==> src/rtl/fifo_stream_reader_pkg.sv <==
// rtl/fifo_stream_reader_pkg.sv - shared state encoding and FIFO timing constants
//
// Purpose: definitions shared by the sample-FIFO reader slice.
//   state_t           : reader state (IDLE, PRIME, STREAM)
//   FIFO_READ_LATENCY : cycles from accepted dequeue to fifo_data_valid

package fifo_stream_reader_pkg;

  typedef enum logic [1:0] {
    IDLE   = 2'd0,
    PRIME  = 2'd1,
    STREAM = 2'd2
  } state_t;

  localparam int FIFO_READ_LATENCY = 2;

endpackage

==> src/rtl/fifo_stream_reader_if.sv <==
// rtl/fifo_stream_reader_if.sv - valid/ready sample stream interface
//
// Purpose: first-word-fall-through stream from the reader to a consumer.
// Signals:
//   m_data  [WIDTH] : stream word (head of the reader's skid buffer)
//   m_valid         : m_data holds a word
//   m_ready         : consumer accepts the word this cycle
// Modports: master (reader side), slave (consumer side).

interface fifo_stream_reader_if #(
  parameter int WIDTH = 12
);

  logic [WIDTH-1:0] m_data;
  logic             m_valid;
  logic             m_ready;

  modport master (output m_data, output m_valid, input m_ready);
  modport slave  (input m_data, input m_valid, output m_ready);

endinterface

==> src/rtl/fifo_stream_reader_sample_skid_buf.sv <==
// rtl/fifo_stream_reader_sample_skid_buf.sv - circular skid buffer for returned FIFO words
//
// Purpose: WIDTH x DEPTH register array with wrapping read/write pointers.
// Ports:
//   clock, reset_n          : clock, asynchronous active-low reset
//   push, push_data [WIDTH] : write a word (ignored while full)
//   pop                     : retire the head word (ignored while empty)
//   head [WIDTH]            : registered word at the read pointer
//   occupancy               : number of stored words, 0..DEPTH

module sample_skid_buf #(
  parameter int  WIDTH = 12,
  parameter int  DEPTH = 4,
  localparam int PTR_W = (DEPTH > 1) ? $clog2(DEPTH) : 1,
  localparam int OCC_W = $clog2(DEPTH + 1)
) (
  input  logic             clock,
  input  logic             reset_n,
  input  logic             push,
  input  logic [WIDTH-1:0] push_data,
  input  logic             pop,
  output logic [WIDTH-1:0] head,
  output logic [OCC_W-1:0] occupancy
);

  logic [WIDTH-1:0] mem [DEPTH];
  logic [PTR_W-1:0] wr_ptr;
  logic [PTR_W-1:0] rd_ptr;
  logic             do_push;
  logic             do_pop;

  // Explicit wrap so that non-power-of-two depths work too.
  function automatic logic [PTR_W-1:0] next_ptr(input logic [PTR_W-1:0] p);
    return (p == PTR_W'(DEPTH - 1)) ? '0 : p + 1'b1;
  endfunction

  // A push while full is a protocol violation upstream; the word is dropped.
  assign do_push = push && (occupancy != OCC_W'(DEPTH));
  assign do_pop  = pop && (occupancy != '0);

  always_ff @(posedge clock or negedge reset_n) begin
    if (!reset_n) begin
      wr_ptr    <= '0;
      rd_ptr    <= '0;
      occupancy <= '0;
      for (int i = 0; i < DEPTH; i++) begin
        mem[i] <= '0;
      end
    end else begin
      if (do_push) begin
        mem[wr_ptr] <= push_data;
        wr_ptr      <= next_ptr(wr_ptr);
      end
      if (do_pop) begin
        rd_ptr <= next_ptr(rd_ptr);
      end
      case ({do_push, do_pop})
        2'b10:   occupancy <= occupancy + 1'b1;
        2'b01:   occupancy <= occupancy - 1'b1;
        default: ;
      endcase
    end
  end

  // Head comes straight from storage, so it only moves on a pop.
  assign head = mem[rd_ptr];

endmodule

==> src/rtl/fifo_stream_reader.sv <==
// rtl/fifo_stream_reader.sv - reader controller turning the sample FIFO into a FWFT stream
//
// Purpose: issues credit-limited dequeues to a fixed-latency FIFO, captures the
// returned words in a skid buffer, and streams them after an initial prime.
// Optional feature macro: FIFO_READER_UNDERRUN_COUNT_EN adds underrun_count.
// Ports:
//   clock, reset_n          : clock, asynchronous active-low reset
//   enable                  : run request; low stops new dequeues
//   fifo_empty              : FIFO empty flag
//   fifo_dequeue            : dequeue request to the FIFO (combinational)
//   fifo_data [WIDTH]       : FIFO read data
//   fifo_data_valid         : FIFO read data valid, READ_LATENCY after dequeue
//   stream (master)         : m_data / m_valid / m_ready output stream
//   underrun                : one-cycle pulse after a starved STREAM cycle
//   underrun_count [16]     : saturating underrun pulse count (macro only)

module fifo_stream_reader
  import fifo_stream_reader_pkg::*;
#(
  parameter int WIDTH        = 12,
  parameter int READ_LATENCY = FIFO_READ_LATENCY,
  parameter int SKID_DEPTH   = 4,
  parameter int PRIME_LEVEL  = 4
) (
  input  logic                 clock,
  input  logic                 reset_n,
  input  logic                 enable,
  input  logic                 fifo_empty,
  output logic                 fifo_dequeue,
  input  logic [WIDTH-1:0]     fifo_data,
  input  logic                 fifo_data_valid,
  fifo_stream_reader_if.master stream,
  output logic                 underrun
`ifdef FIFO_READER_UNDERRUN_COUNT_EN
  ,
  output logic [15:0]          underrun_count
`endif
);

  localparam int OCC_W  = $clog2(SKID_DEPTH + 1);
  localparam int INF_W  = $clog2(READ_LATENCY + 1);
  localparam int CRED_W = OCC_W + 1;

  state_t            state;
  state_t            state_next;
  logic [INF_W-1:0]  inflight;
  logic [OCC_W-1:0]  occupancy;
  logic [CRED_W-1:0] credit;
  logic              pop;
  logic              starve;

  // Credit counts every skid slot already promised: words stored plus words
  // still coming back. Registered values only, so a pop frees its slot one
  // cycle later and the skid can never overflow.
  assign credit = CRED_W'(inflight) + CRED_W'(occupancy);

  assign fifo_dequeue = (state != IDLE) && enable && !fifo_empty &&
                        (credit < CRED_W'(SKID_DEPTH));

  assign stream.m_valid = (state == STREAM) && (occupancy != '0);
  assign pop            = stream.m_valid && stream.m_ready;
  assign starve         = (state == STREAM) && stream.m_ready && (occupancy == '0);

  sample_skid_buf #(
    .WIDTH (WIDTH),
    .DEPTH (SKID_DEPTH)
  ) u_skid (
    .clock     (clock),
    .reset_n   (reset_n),
    .push      (fifo_data_valid),
    .push_data (fifo_data),
    .pop       (pop),
    .head      (stream.m_data),
    .occupancy (occupancy)
  );

  always_ff @(posedge clock or negedge reset_n) begin
    if (!reset_n) begin
      state <= IDLE;
    end else begin
      state <= state_next;
    end
  end

  // Returns keep being captured in IDLE; only new dequeues stop.
  always_comb begin
    state_next = state;
    case (state)
      IDLE: begin
        if (enable) state_next = PRIME;
      end
      PRIME: begin
        if (!enable) state_next = IDLE;
        else if (occupancy >= OCC_W'(PRIME_LEVEL)) state_next = STREAM;
      end
      STREAM: begin
        if (!enable) state_next = IDLE;
      end
      default: state_next = IDLE;
    endcase
  end

  // Decrement saturates at zero so a dropped or stray return cannot wrap.
  always_ff @(posedge clock or negedge reset_n) begin
    if (!reset_n) begin
      inflight <= '0;
    end else begin
      case ({fifo_dequeue, fifo_data_valid})
        2'b10:   inflight <= inflight + 1'b1;
        2'b01:   if (inflight != '0) inflight <= inflight - 1'b1;
        default: ;
      endcase
    end
  end

  always_ff @(posedge clock or negedge reset_n) begin
    if (!reset_n) begin
      underrun <= 1'b0;
    end else begin
      underrun <= starve;
    end
  end

`ifdef FIFO_READER_UNDERRUN_COUNT_EN
  // A fresh run (IDLE -> PRIME) starts the count from zero.
  always_ff @(posedge clock or negedge reset_n) begin
    if (!reset_n) begin
      underrun_count <= '0;
    end else if ((state == IDLE) && enable) begin
      underrun_count <= '0;
    end else if (underrun && (underrun_count != 16'hFFFF)) begin
      underrun_count <= underrun_count + 16'd1;
    end
  end
`endif

endmodule

==> src/flat_wrapper.sv <==
// flat-port wrapper written by rule: the top's interface ports become plain ports
module fifo_stream_reader_flat import fifo_stream_reader_pkg::*;
#(
  parameter int WIDTH        = 12,
  parameter int READ_LATENCY = FIFO_READ_LATENCY,
  parameter int SKID_DEPTH   = 4,
  parameter int PRIME_LEVEL  = 4
)
  (clock, reset_n, enable, fifo_empty, fifo_dequeue, fifo_data, fifo_data_valid, underrun, stream_m_data, stream_m_valid, stream_m_ready);
  fifo_stream_reader_if #(.WIDTH(WIDTH)) stream_i ();
  input  logic clock;
  input  logic reset_n;
  input  logic enable;
  input  logic fifo_empty;
  output logic fifo_dequeue;
  input  logic [WIDTH-1:0] fifo_data;
  input  logic fifo_data_valid;
  output logic underrun;
  output wire logic [$bits(stream_i.m_data)-1:0] stream_m_data;
  output wire logic [$bits(stream_i.m_valid)-1:0] stream_m_valid;
  input wire logic [$bits(stream_i.m_ready)-1:0] stream_m_ready;
  assign stream_m_data = stream_i.m_data;
  assign stream_m_valid = stream_i.m_valid;
  assign stream_i.m_ready = stream_m_ready;
  fifo_stream_reader #(.WIDTH(WIDTH), .READ_LATENCY(READ_LATENCY), .SKID_DEPTH(SKID_DEPTH), .PRIME_LEVEL(PRIME_LEVEL)) u_core (.clock(clock), .reset_n(reset_n), .enable(enable), .fifo_empty(fifo_empty), .fifo_dequeue(fifo_dequeue), .fifo_data(fifo_data), .fifo_data_valid(fifo_data_valid), .stream(stream_i), .underrun(underrun));
endmodule
==> config.mk <==
export PLATFORM = sky130hd
export DESIGN_NAME = fifo_stream_reader_flat
export DESIGN_NICKNAME = d
export VERILOG_FILES = /design/src/rtl/fifo_stream_reader_pkg.sv /design/src/rtl/fifo_stream_reader_if.sv /design/src/rtl/fifo_stream_reader_sample_skid_buf.sv /design/src/rtl/fifo_stream_reader.sv /design/src/flat_wrapper.sv
export SDC_FILE = /design/constraint.sdc
export NUM_CORES = 1
export LEC_CHECK = 0
export ABC_AREA = 1
export CAP_MARGIN = 10
export CORE_AREA = 2 2 98 100
export CTS_BUF_LIST = sky130_fd_sc_hd__clkbuf_8
export DETAILED_ROUTE_END_ITERATION = 10
export DIE_AREA = 0 0 100 102
export SYNTH_ARGS = -nofsm -noshare
export SYNTH_HDL_FRONTEND = slang
export SYNTH_HIERARCHICAL = 1
export SYNTH_SLANG_ARGS = --single-unit
==> constraint.sdc <==
create_clock -name clock -period 1.9 [get_ports clock]
set_input_delay 0.19 -clock clock [delete_from_list [all_inputs] [get_ports clock]]
set_output_delay 0.19 -clock clock [all_outputs]
set_load 0.01 [all_outputs]
==> run metrics, run 1 <==
outcome=completed; Post-DP HPWL=5.41 mm; Worst Skew=0.00903 ns; # setup viols final=0; Post-DRT Antenna Nets=0; clock root buffer master=clkbuf_8; maxcap violations=0; Yosys warning total=6; worst hold path type=in -> reg; number of port buffers=32; worst hold margin=0.168 ns; Worst EP required=2.16 ns; DR vias=2902; Adder-Cell Fraction of Synth Area=3.01%; initial antenna violation count=0; Final Cell Area=4460 sq um; mux share of post-synthesis cell area=0%; DIE WIDTH=100 um; min Tclk post-route=1.84 ns; crit-path max FO=4; slew margin rel.=70.3%; max-slew violations=0; total clock sinks=60; Yosys cell types=32; Via density=5.07; XOR/XNOR Fraction of Synth Area=0.245%; Final WS setup=0.0648 ns; Initial DRC Count=136; Max clock buf depth=2; power per cell area=1630 nW/um^2; CP peak stage delay=0.44 ns; die area=10200 sq um; Worst-Margin Slew=0.446 ns; CTS Buf Count=9; Synth Area in Compound Gates=6.82%; Gate Count Post-Synth=403; RSZ-0062 raised after global routing=yes; Layout Area Growth over Synthesis=24.7%; crit-path cells=buf_6 > nor2_4 > nand2_2 > nand2_2 > inv_2 > ha_4 > inv_4 > fa_2 > o21ai_2; LEAKAGE=2.17 nW; largest net degree at the start of global routing=61; worst setup path category=reg -> reg; clock-pin slew on the worst setup and hold paths=0.07 ns; # rows=35; CP Data Arrival Time=2.09 ns; simple-gate portion of the synthesized area=37.2%; Skew-Pair Late Insertion Delay=0.34 ns; H-tree Lvls=3; Multi-input gate area=1750 sq um; global-route wire length before repair=14.4 mm; CP most frequent cell=nand2_2; post-synthesis register bit count=60; final WL=8.40 mm; largest family of logic cells by synthesized area=simple AND/OR/NAND/NOR gates; # fillers=893; Slowest-stage cell, CP=fa_2; cell taking the most area after synthesis=dfrtp_1; synth top area cells=dfrtp_1 42%, nand2_2 15%, nand4_1 8.7%; Syn Std Cell Area=3580 sq um; DRC=0; Antenna Cells=0; vias in the first global route=2883; Ports=33; Non-Filler Instances=572; fmax=545 MHz; drt first pass iters=4; Critical Path End Type=flop; CP startpoint kind=flop; final hold viol count=0; grt ovf=0; CTS tree=yes; die height=102 um; GRT Total Usage=18.0%; period utilization=96.6%; Mapped Nets=429; Core ar.=9110 sq um; post-synth top area share=42.0%; initial core utilization=39.3%; drt wl/cell=14.7 um; Syn Area/Cell=8.88 sq um; Final Wtd Congestion=0.770; Post-DP Area=4110 sq um; Placed Cells=547; register area=1510 sq um; Peak supply drop=0.849 mV; dpl ws=-0.251 ns; Final nets=482; post-synthesis sequential area ratio=42.0%; layout cell share with drive strength beyond 1=38.2%; total power=7.27 mW
[logic make-up after synthesis]
family                   after synthesis
flip-flops                            60
adder cells (fa/ha/maj)                8
AO/OA/AOI/OAI                         42
buffers and inverters                 71
AND/OR/NAND/NOR                      221
XOR/XNOR                               1
[flip-flops by register name, summed over array words and instances (netlist names)]
name / count
u_core/state: 2
u_core/u_skid/mem: 48
u_core/u_skid/occupancy: 3
u_core/u_skid/rd_ptr: 2
u_core/u_skid/wr_ptr: 2
u_core/underrun: 1
u_core/inflight: 2
[through the flow]
step	setup TNS [ns]	utilization, %
after floorplan	0	-
after global routing	-0.0595	49.0
final	0	49.0
after CTS	0	48.0
after global placement	-0.193	45.1
after detailed placement	-0.405	45.1
[layer usage]
layer	global-route usage, %	wire length (um)	part of all wire, %
met3	4.10	310	3.7
met4	4.11	68	0.81
met1	24.2	4020	48
met2	29.9	4000	48
met5	0	0	0
[Yosys cell counts (all sizes together)]
master  number
a21oi       13
buf         23
clkbuf       5
dfrtp       60
fa           1
ha           7
inv         43
nand2      148
nand3       12
nand4       50
nor2         6
nor3         2
nor3b        1
o211ai      12
o21ai       17
or2          2
xnor2        1
[cells in the final DEF (no fill, tap or decap), types with 3 or more instances in the layout]
cell	netlist	routed
bufinv_16	0	3
a21oi_1	13	13
o211ai_1	12	12
o21ai_0	14	13
clkdlybuf4s15_1	0	5
dfrtp_1	60	57
buf_4	2	29
nand4_1	50	50
inv_2	2	4
buf_12	4	7
clkdlybuf4s50_1	0	16
nand3_4	4	4
nand3_2	2	3
dfrtp_2	0	3
nand2_2	85	91
dlygate4sd2_1	0	6
nand3_1	6	5
clkbuf_8	0	9
inv_1	41	40
nand2_1	59	53
ha_1	7	6
[power by group]
group | switching (mW) | total [mW] | internal [mW]
combinational | 2.06 | 3.65 | 1.58
sequential | 0.406 | 2.25 | 1.85
clock | 0.515 | 1.37 | 0.858
total | 2.98 | 7.27 | 4.29
[final cells by class]
cell class | instances | share of cell area, %
Clock buffer | 9 | 2.78
Clock inverter | 7 | 2.41
Inverter | 43 | 3.68
Multi-Input combinational cell | 272 | 39.1
Sequential cell | 60 | 33.8
Tap cell | 111 | 3.11
Timing Repair Buffer | 70 | 15.1
[worst max-delay path, delay by kind of cell, from the launching register on]
family	cells	cell delay (ns)
AO/OA/AOI/OAI	1	0.15
adder cells (fa/ha/maj)	2	0.60
buffers and inverters	3	0.25
flip-flops	1	0.42
AND/OR/NAND/NOR	3	0.34
[final timing paths]
path                       slack, ns                  startpoint  cells after the start                    endpoint
setup / recovery                0.06  u_core/u_skid/occupancy[0]                      9  u_core/u_skid/occupancy[1]
hold / removal                  0.17             fifo_data_valid                      3     u_core/u_skid/wr_ptr[0]
setup reg to reg                0.06  u_core/u_skid/occupancy[0]                      9  u_core/u_skid/occupancy[1]
hold reg to reg                 0.47       u_core/u_skid/mem[47]                      2       u_core/u_skid/mem[47]
max in group asynchronous       1.21                     reset_n                      3  u_core/u_skid/occupancy[2]
min in group asynchronous       0.40                     reset_n                      3        u_core/u_skid/mem[8]
[repair_timing]
item	CTS	global route
hold buffers	1	0
pin swaps	1	11
gates resized for setup	17	28
setup buffers	3	5
setup endpoints to repair	15	10
hold endpoints to repair	60	0
gates cloned	0	0
Note: power is estimated with default switching activity, not from simulation.
==> run 2, diff against run 1 <==
- SLEW_MARGIN: not set -> 20
==> results of run 2 <==
Same layout as run 1: the final DEF is identical, and so are final timing and power.
